<file path="config.mk">
export PLATFORM = sky130hd
export DESIGN_NAME = ram_port_arbiter
export DESIGN_NICKNAME = d
export VERILOG_FILES = /design/src/rtl/ram_port_arbiter.sv
export SDC_FILE = /design/constraint.sdc
export NUM_CORES = 1
export LEC_CHECK = 0
export CORE_MARGIN = 10
export CORE_UTILIZATION = 22
export DETAILED_ROUTE_END_ITERATION = 10
export HOLD_SLACK_MARGIN = 0.02
export PLACE_DENSITY = 0.75
export SYNTH_ARGS = -nofsm -noshare
export SYNTH_HDL_FRONTEND = slang
export SYNTH_SLANG_ARGS = --single-unit
</file>
<file path="constraint.sdc">
create_clock -name clk -period 1.2 [get_ports clk]
set_input_delay 0.24 -clock clk [delete_from_list [all_inputs] [get_ports clk]]
set_output_delay 0.24 -clock clk [all_outputs]
set_load 0.02 [all_outputs]
</file>
<file path="src/rtl/ram_port_arbiter.sv">
// ram_port_arbiter: two-requester round-robin front end for a single-port RAM.
// After every reset it first writes Init_Value to every RAM word (INIT).
// It then serves requests (SERVE).
//
// Handshake: a requester raises req_x and holds it, together with wr_x/addr_x/wdata_x,
// until it sees ack_x high in a cycle. ack_x is combinational from req_x.
// The access is performed in the cycle ack_x is high. Dropping req_x before ack_x
// withdraws the request. A read returns rdata one cycle after its ack, flagged by rvalid_x.
module ram_port_arbiter #(
  parameter int                    Data_Width = 8,
  parameter int                    Addr_Width = 2,
  parameter logic [Data_Width-1:0] Init_Value = '0
) (
  input  logic                  clk,
  input  logic                  rst,
  input  logic                  req_a,
  input  logic                  wr_a,
  input  logic [Addr_Width-1:0] addr_a,
  input  logic [Data_Width-1:0] wdata_a,
  output logic                  ack_a,
  output logic                  rvalid_a,
  input  logic                  req_b,
  input  logic                  wr_b,
  input  logic [Addr_Width-1:0] addr_b,
  input  logic [Data_Width-1:0] wdata_b,
  output logic                  ack_b,
  output logic                  rvalid_b,
  output logic [Data_Width-1:0] rdata,
  output logic                  init_done,
  output logic                  ram_wr_rd_ena,
  output logic [Addr_Width-1:0] ram_addr,
  output logic [Data_Width-1:0] ram_data_write,
  input  logic [Data_Width-1:0] ram_data_read
);

  typedef enum logic {
    ST_INIT  = 1'b0,
    ST_SERVE = 1'b1
  } state_t;

  localparam logic [Addr_Width-1:0] ADDR_LAST = '1;
  localparam logic [Addr_Width-1:0] ADDR_ONE  = Addr_Width'(1);

  state_t                state_q, state_d;
  logic [Addr_Width-1:0] init_addr_q;
  logic                  last_q;   // 0: A was granted last, 1: B was granted last
  logic                  gnt_a, gnt_b;

  assign rdata = ram_data_read;
  assign ack_a = gnt_a;
  assign ack_b = gnt_b;

  // Grant selection: a single requester wins, and a tie goes to the one not granted last.
  always_comb begin
    gnt_a = 1'b0;
    gnt_b = 1'b0;
    if (!rst && state_q == ST_SERVE) begin
      if (req_a && req_b) begin
        gnt_a = last_q;
        gnt_b = !last_q;
      end else begin
        gnt_a = req_a;
        gnt_b = req_b;
      end
    end
  end

  // Next state and RAM port drive; the port idles at zero when nothing is granted.
  always_comb begin
    state_d        = state_q;
    ram_wr_rd_ena  = 1'b0;
    ram_addr       = '0;
    ram_data_write = '0;
    if (!rst && state_q == ST_INIT) begin
      ram_wr_rd_ena  = 1'b1;
      ram_addr       = init_addr_q;
      ram_data_write = Init_Value;
      if (init_addr_q == ADDR_LAST) begin
        state_d = ST_SERVE;
      end
    end else if (gnt_a) begin
      ram_wr_rd_ena  = wr_a;
      ram_addr       = addr_a;
      ram_data_write = wdata_a;
    end else if (gnt_b) begin
      ram_wr_rd_ena  = wr_b;
      ram_addr       = addr_b;
      ram_data_write = wdata_b;
    end
  end

  // State, init counter, round-robin pointer and read-return flags.
  always_ff @(posedge clk) begin
    if (rst) begin
      state_q     <= ST_INIT;
      init_addr_q <= '0;
      last_q      <= 1'b1;
      init_done   <= 1'b0;
      rvalid_a    <= 1'b0;
      rvalid_b    <= 1'b0;
    end else begin
      state_q   <= state_d;
      init_done <= (state_d == ST_SERVE);
      if (state_q == ST_INIT) begin
        init_addr_q <= init_addr_q + ADDR_ONE;
      end
      if (gnt_a) begin
        last_q <= 1'b0;
      end else if (gnt_b) begin
        last_q <= 1'b1;
      end
      rvalid_a <= gnt_a && !wr_a;
      rvalid_b <= gnt_b && !wr_b;
    end
  end

endmodule

</file>
==> run_summary.xml <==
<?xml version="1.0" encoding="UTF-8"?>
<metrics>
  <group name="yosys">
    <metric name="synth_most_common_cell" unit="">sky130_fd_sc_hd__buf_4</metric>
    <metric name="syn-mean-instance-area" unit="sq um">9.38</metric>
    <metric name="synth_edf_count" unit="">0</metric>
    <metric name="synthArstFlopShare" unit="">0</metric>
    <metric name="synthSimpleGateAreaFrac" unit="">0.217</metric>
    <metric name="synthCells" unit="">48</metric>
    <metric name="netlist_top_cells_count" unit="">sky130_fd_sc_hd__buf_4 (9), sky130_fd_sc_hd__a22o_1 (8), sky130_fd_sc_hd__dfxtp_1 (6)</metric>
    <metric name="synth_cell_type_count" unit="">19</metric>
    <metric name="synth_sequential_area_ratio" unit="">0.267</metric>
    <metric name="synth_top_area_cell" unit="">sky130_fd_sc_hd__dfxtp_1</metric>
    <metric name="synth_nets" unit="">83</metric>
    <metric name="synth_top_cell_area_share" unit="">0.267</metric>
    <metric name="mappedNetlistArea" unit="sq um">450</metric>
    <metric name="synth.ff_latch_count" unit="">6</metric>
    <metric name="dominantRegCellSynth" unit="">sky130_fd_sc_hd__dfxtp_1</metric>
    <metric name="synth-xor-area-share" unit="">0.0194</metric>
    <metric name="synth-compound-area-share" unit="">0.247</metric>
    <metric name="synth_warnings" unit="">0</metric>
    <metric name="arithmetic_cell_share_of_the_synthesized_area_counting_full_adders_half_adders_and_majority_gates" unit="">0.0278</metric>
    <metric name="synth.area.top_cells" unit="">sky130_fd_sc_hd__dfxtp_1 (27%), sky130_fd_sc_hd__a22o_1 (16%), sky130_fd_sc_hd__buf_4 (15%)</metric>
    <metric name="synth_top_family_by_area" unit="">compound AO/OA/AOI/OAI gates</metric>
    <metric name="post_synthesis_mux_area_share" unit="">0.0222</metric>
  </group>
  <group name="pwr">
    <metric name="totalPowerFinal" unit="mW">0.826</metric>
    <metric name="power_density" unit="nW/um^2">733</metric>
    <metric name="leakagePower" unit="nW">0.557</metric>
    <metric name="worst_ir_drop_vdd" unit="V">0.000464</metric>
  </group>
  <group name="grt">
    <metric name="pin_count_of_the_biggest_net_entering_global_routing" unit="">7</metric>
    <metric name="grt_pass1_vias" unit="">584</metric>
    <metric name="grt_first_pass_wirelength" unit="um">3100</metric>
    <metric name="final_global_route_overflow_total" unit="">0</metric>
    <metric name="grt_antenna_before_repair" unit="">0</metric>
    <metric name="gr-usage-all-layers" unit="">0.0931</metric>
  </group>
  <group name="route">
    <metric name="drtIter0Drc" unit="">14</metric>
    <metric name="final_antenna_net_count" unit="">0</metric>
    <metric name="met3WireLength" unit="um">240</metric>
    <metric name="detail_route.wirelength.met1" unit="um">1030</metric>
    <metric name="met2_length" unit="um">857</metric>
    <metric name="drt_wl_total" unit="um">2130</metric>
    <metric name="vias" unit="">570</metric>
    <metric name="wire_per_inst" unit="um">16.1</metric>
    <metric name="topRoutingLayerUsed" unit="">met4</metric>
    <metric name="remaining_drc_errors" unit="">0</metric>
    <metric name="firstDrtPassIters" unit="">4</metric>
    <metric name="via_per_inst" unit="">4.32</metric>
  </group>
  <group name="timing">
    <metric name="rsz0062_at_grt" unit="">true</metric>
    <metric name="slew_headroom" unit="">0.836</metric>
    <metric name="layout_setup_ws" unit="ps">-544</metric>
    <metric name="max_freq" unit="GHz">0.573</metric>
    <metric name="hold_viol" unit="">0</metric>
    <metric name="period_minus_ws_final" unit="ps">1740</metric>
    <metric name="tightestPinTransition" unit="ps">248</metric>
    <metric name="setup_viol" unit="">13</metric>
    <metric name="final_max_slew_violation_count" unit="">0</metric>
    <metric name="final_min_period_over_clock_period" unit="">1.45</metric>
    <metric name="timing.clock.skew" unit="ps">0.258</metric>
    <metric name="timing.hold.ws" unit="ps">462</metric>
    <metric name="final.setup.tns" unit="ps">-5740</metric>
  </group>
  <group name="layout">
    <metric name="finish.utilization" unit="">0.575</metric>
    <metric name="n_fill_cell" unit="">163</metric>
    <metric name="final-seq-area" unit="sq um">125</metric>
    <metric name="final_layout_size_suffix_gt1_frac" unit="">0.524</metric>
    <metric name="area_delta_synth_final" unit="%">150</metric>
    <metric name="antenna_cells" unit="">0</metric>
    <metric name="finalNetCount" unit="">141</metric>
    <metric name="multiInputGateArea" unit="sq um">318</metric>
  </group>
  <group name="worst_setup_path">
    <metric name="crit_path_start" unit="">last_q</metric>
    <metric name="ff_to_ff_start" unit="">state_q</metric>
    <metric name="setup.worst_path.class" unit="">reg2out</metric>
    <metric name="critPathLaunchType" unit="">flip-flop</metric>
    <metric name="worst_ep_required_time" unit="ps">960</metric>
    <metric name="wp_data_arrival" unit="ps">1500</metric>
    <metric name="critical_path.endpoint_type" unit="">output port</metric>
    <metric name="rr_worst_depth" unit="">6</metric>
    <metric name="timing.rr.end" unit="">init_addr_q[0]</metric>
    <metric name="critical_path_peak_fanout" unit="">5</metric>
    <metric name="setup.reg_to_reg.worst_slack" unit="ps">80</metric>
  </group>
  <group name="clock_tree">
    <metric name="worst_setup_hold_path_clk_slew" unit="ps">50</metric>
    <metric name="clk_root_buffer_cell" unit="">sky130_fd_sc_hd__clkbuf_4</metric>
    <metric name="cts_inserted_buffers" unit="">3</metric>
    <metric name="cts_tree" unit="">yes</metric>
    <metric name="htree_num_levels" unit="">1</metric>
    <metric name="clock-sinks" unit="">6</metric>
    <metric name="ctsHoldBuffers" unit="">0</metric>
    <metric name="clock_latency" unit="ps">240</metric>
    <metric name="max-clock-path-buffers" unit="">2</metric>
  </group>
  <group name="placement">
    <metric name="dp_wirelength" unit="um">1510</metric>
    <metric name="placement.setup.worst_slack" unit="ps">-1040</metric>
    <metric name="placement.io_buffers" unit="">41</metric>
    <metric name="last_weighted_congestion_value_of_the_routability_driven_placer" unit="">0.831</metric>
  </group>
  <group name="floorplanning">
    <metric name="floorplan.die.height" unit="um">65.3</metric>
    <metric name="floorplan.die_area" unit="sq um">4260</metric>
    <metric name="die_w" unit="um">65.3</metric>
    <metric name="initial_utilization" unit="">0.230</metric>
    <metric name="io_pins" unit="">58</metric>
    <metric name="placementRows" unit="">16</metric>
    <metric name="design.core.area" unit="sq um">1960</metric>
  </group>
  <group name="min_path">
    <metric name="hold_depth" unit="">2</metric>
    <metric name="worst_hold_path.endpoint" unit="">last_q</metric>
    <metric name="hp_start" unit="">rst</metric>
    <metric name="hold_path.class" unit="">in2reg</metric>
  </group>
  <group name="run_status">
    <metric name="violations" unit="">setup timing</metric>
    <metric name="run_status" unit="">finished, violations left</metric>
  </group>
  <group name="flow_run">
    <metric name="timing.max_cap.violations" unit="">0</metric>
  </group>
</metrics>
how the worst max path moves through the flow:
stage,to,slack (ps),cells past startpoint
after floorplan,ram_data_write[0],-200,5
after global placement,ram_wr_rd_ena,-1000,5
after detailed placement,ram_addr[1],-1040,5
after CTS,ram_wr_rd_ena,-560,5
after global routing,ram_addr[1],-600,5
final,ram_addr[1],-540,5
layout by cell type, fill, tap and decap left out, types with 2 or more instances in the layout:
| master | instances |
|---|---|
| sky130_fd_sc_hd__dlygate4sd2_1 | 5 |
| sky130_fd_sc_hd__a22o_4 | 8 |
| sky130_fd_sc_hd__a221o_1 | 3 |
| sky130_fd_sc_hd__clkdlybuf4s50_1 | 22 |
| sky130_fd_sc_hd__and3_4 | 2 |
| sky130_fd_sc_hd__buf_4 | 15 |
| sky130_fd_sc_hd__clkbuf_4 | 3 |
| sky130_fd_sc_hd__nor2_1 | 5 |
| sky130_fd_sc_hd__dfxtp_1 | 4 |
| sky130_fd_sc_hd__and2_1 | 2 |
| sky130_fd_sc_hd__buf_6 | 22 |
sequential cells by signal, summed over array words and instances (netlist names):
name,cells
init_addr_q,2
last_q,1
rvalid_a,1
rvalid_b,1
state_q,1
routing by layer:
layer  up-vias  track usage
met1       251        0.113
met3         2       0.0424
li1        280            -
met5         -            0
met2        37        0.138
met4         0       0.0401
cell type report:
cell class              count  share of cell area
well taps                  27              0.0300
flip-flops and latches      6               0.111
multi-input cells          31               0.282
repair buffers             64               0.554
clock buffers               4              0.0233
critical path: stages (launching register included):
cell,delay [ps]
sky130_fd_sc_hd__dfxtp_2,320
sky130_fd_sc_hd__nand2b_4,130
sky130_fd_sc_hd__and3_4,180
sky130_fd_sc_hd__buf_6,120
sky130_fd_sc_hd__a221o_1,360
sky130_fd_sc_hd__buf_6,140
report_power, final:
group	internal, mW	switching (mW)	total (mW)
Sequential	0.222	0.0104	0.232
Clock	0.127	0.0825	0.209
Combinational	0.239	0.145	0.384
Total	0.588	0.238	0.826
repair_timing:
item                       in CTS  in global routing
pin swaps                       3                  4
setup endpoints to repair      16                 14
resized for setup              96                  4
buffers inserted               10                  6
metrics by stage:
stage / std cells / cell area [sq um]
CTS: 127 / 1080
floorplan: 48 / 536
detailed placement: 113 / 938
global route: 132 / 1130
finish: 132 / 1130
global placement: 113 / 938
logic make-up after synthesis:
kind of cell | count (synthesis)
compound gates | 13
xor+xnor | 1
fa+ha+maj | 1
buf+inv | 11
flops | 6
mux | 1
simple gates | 15
Power figures use the tool's default switching activity.
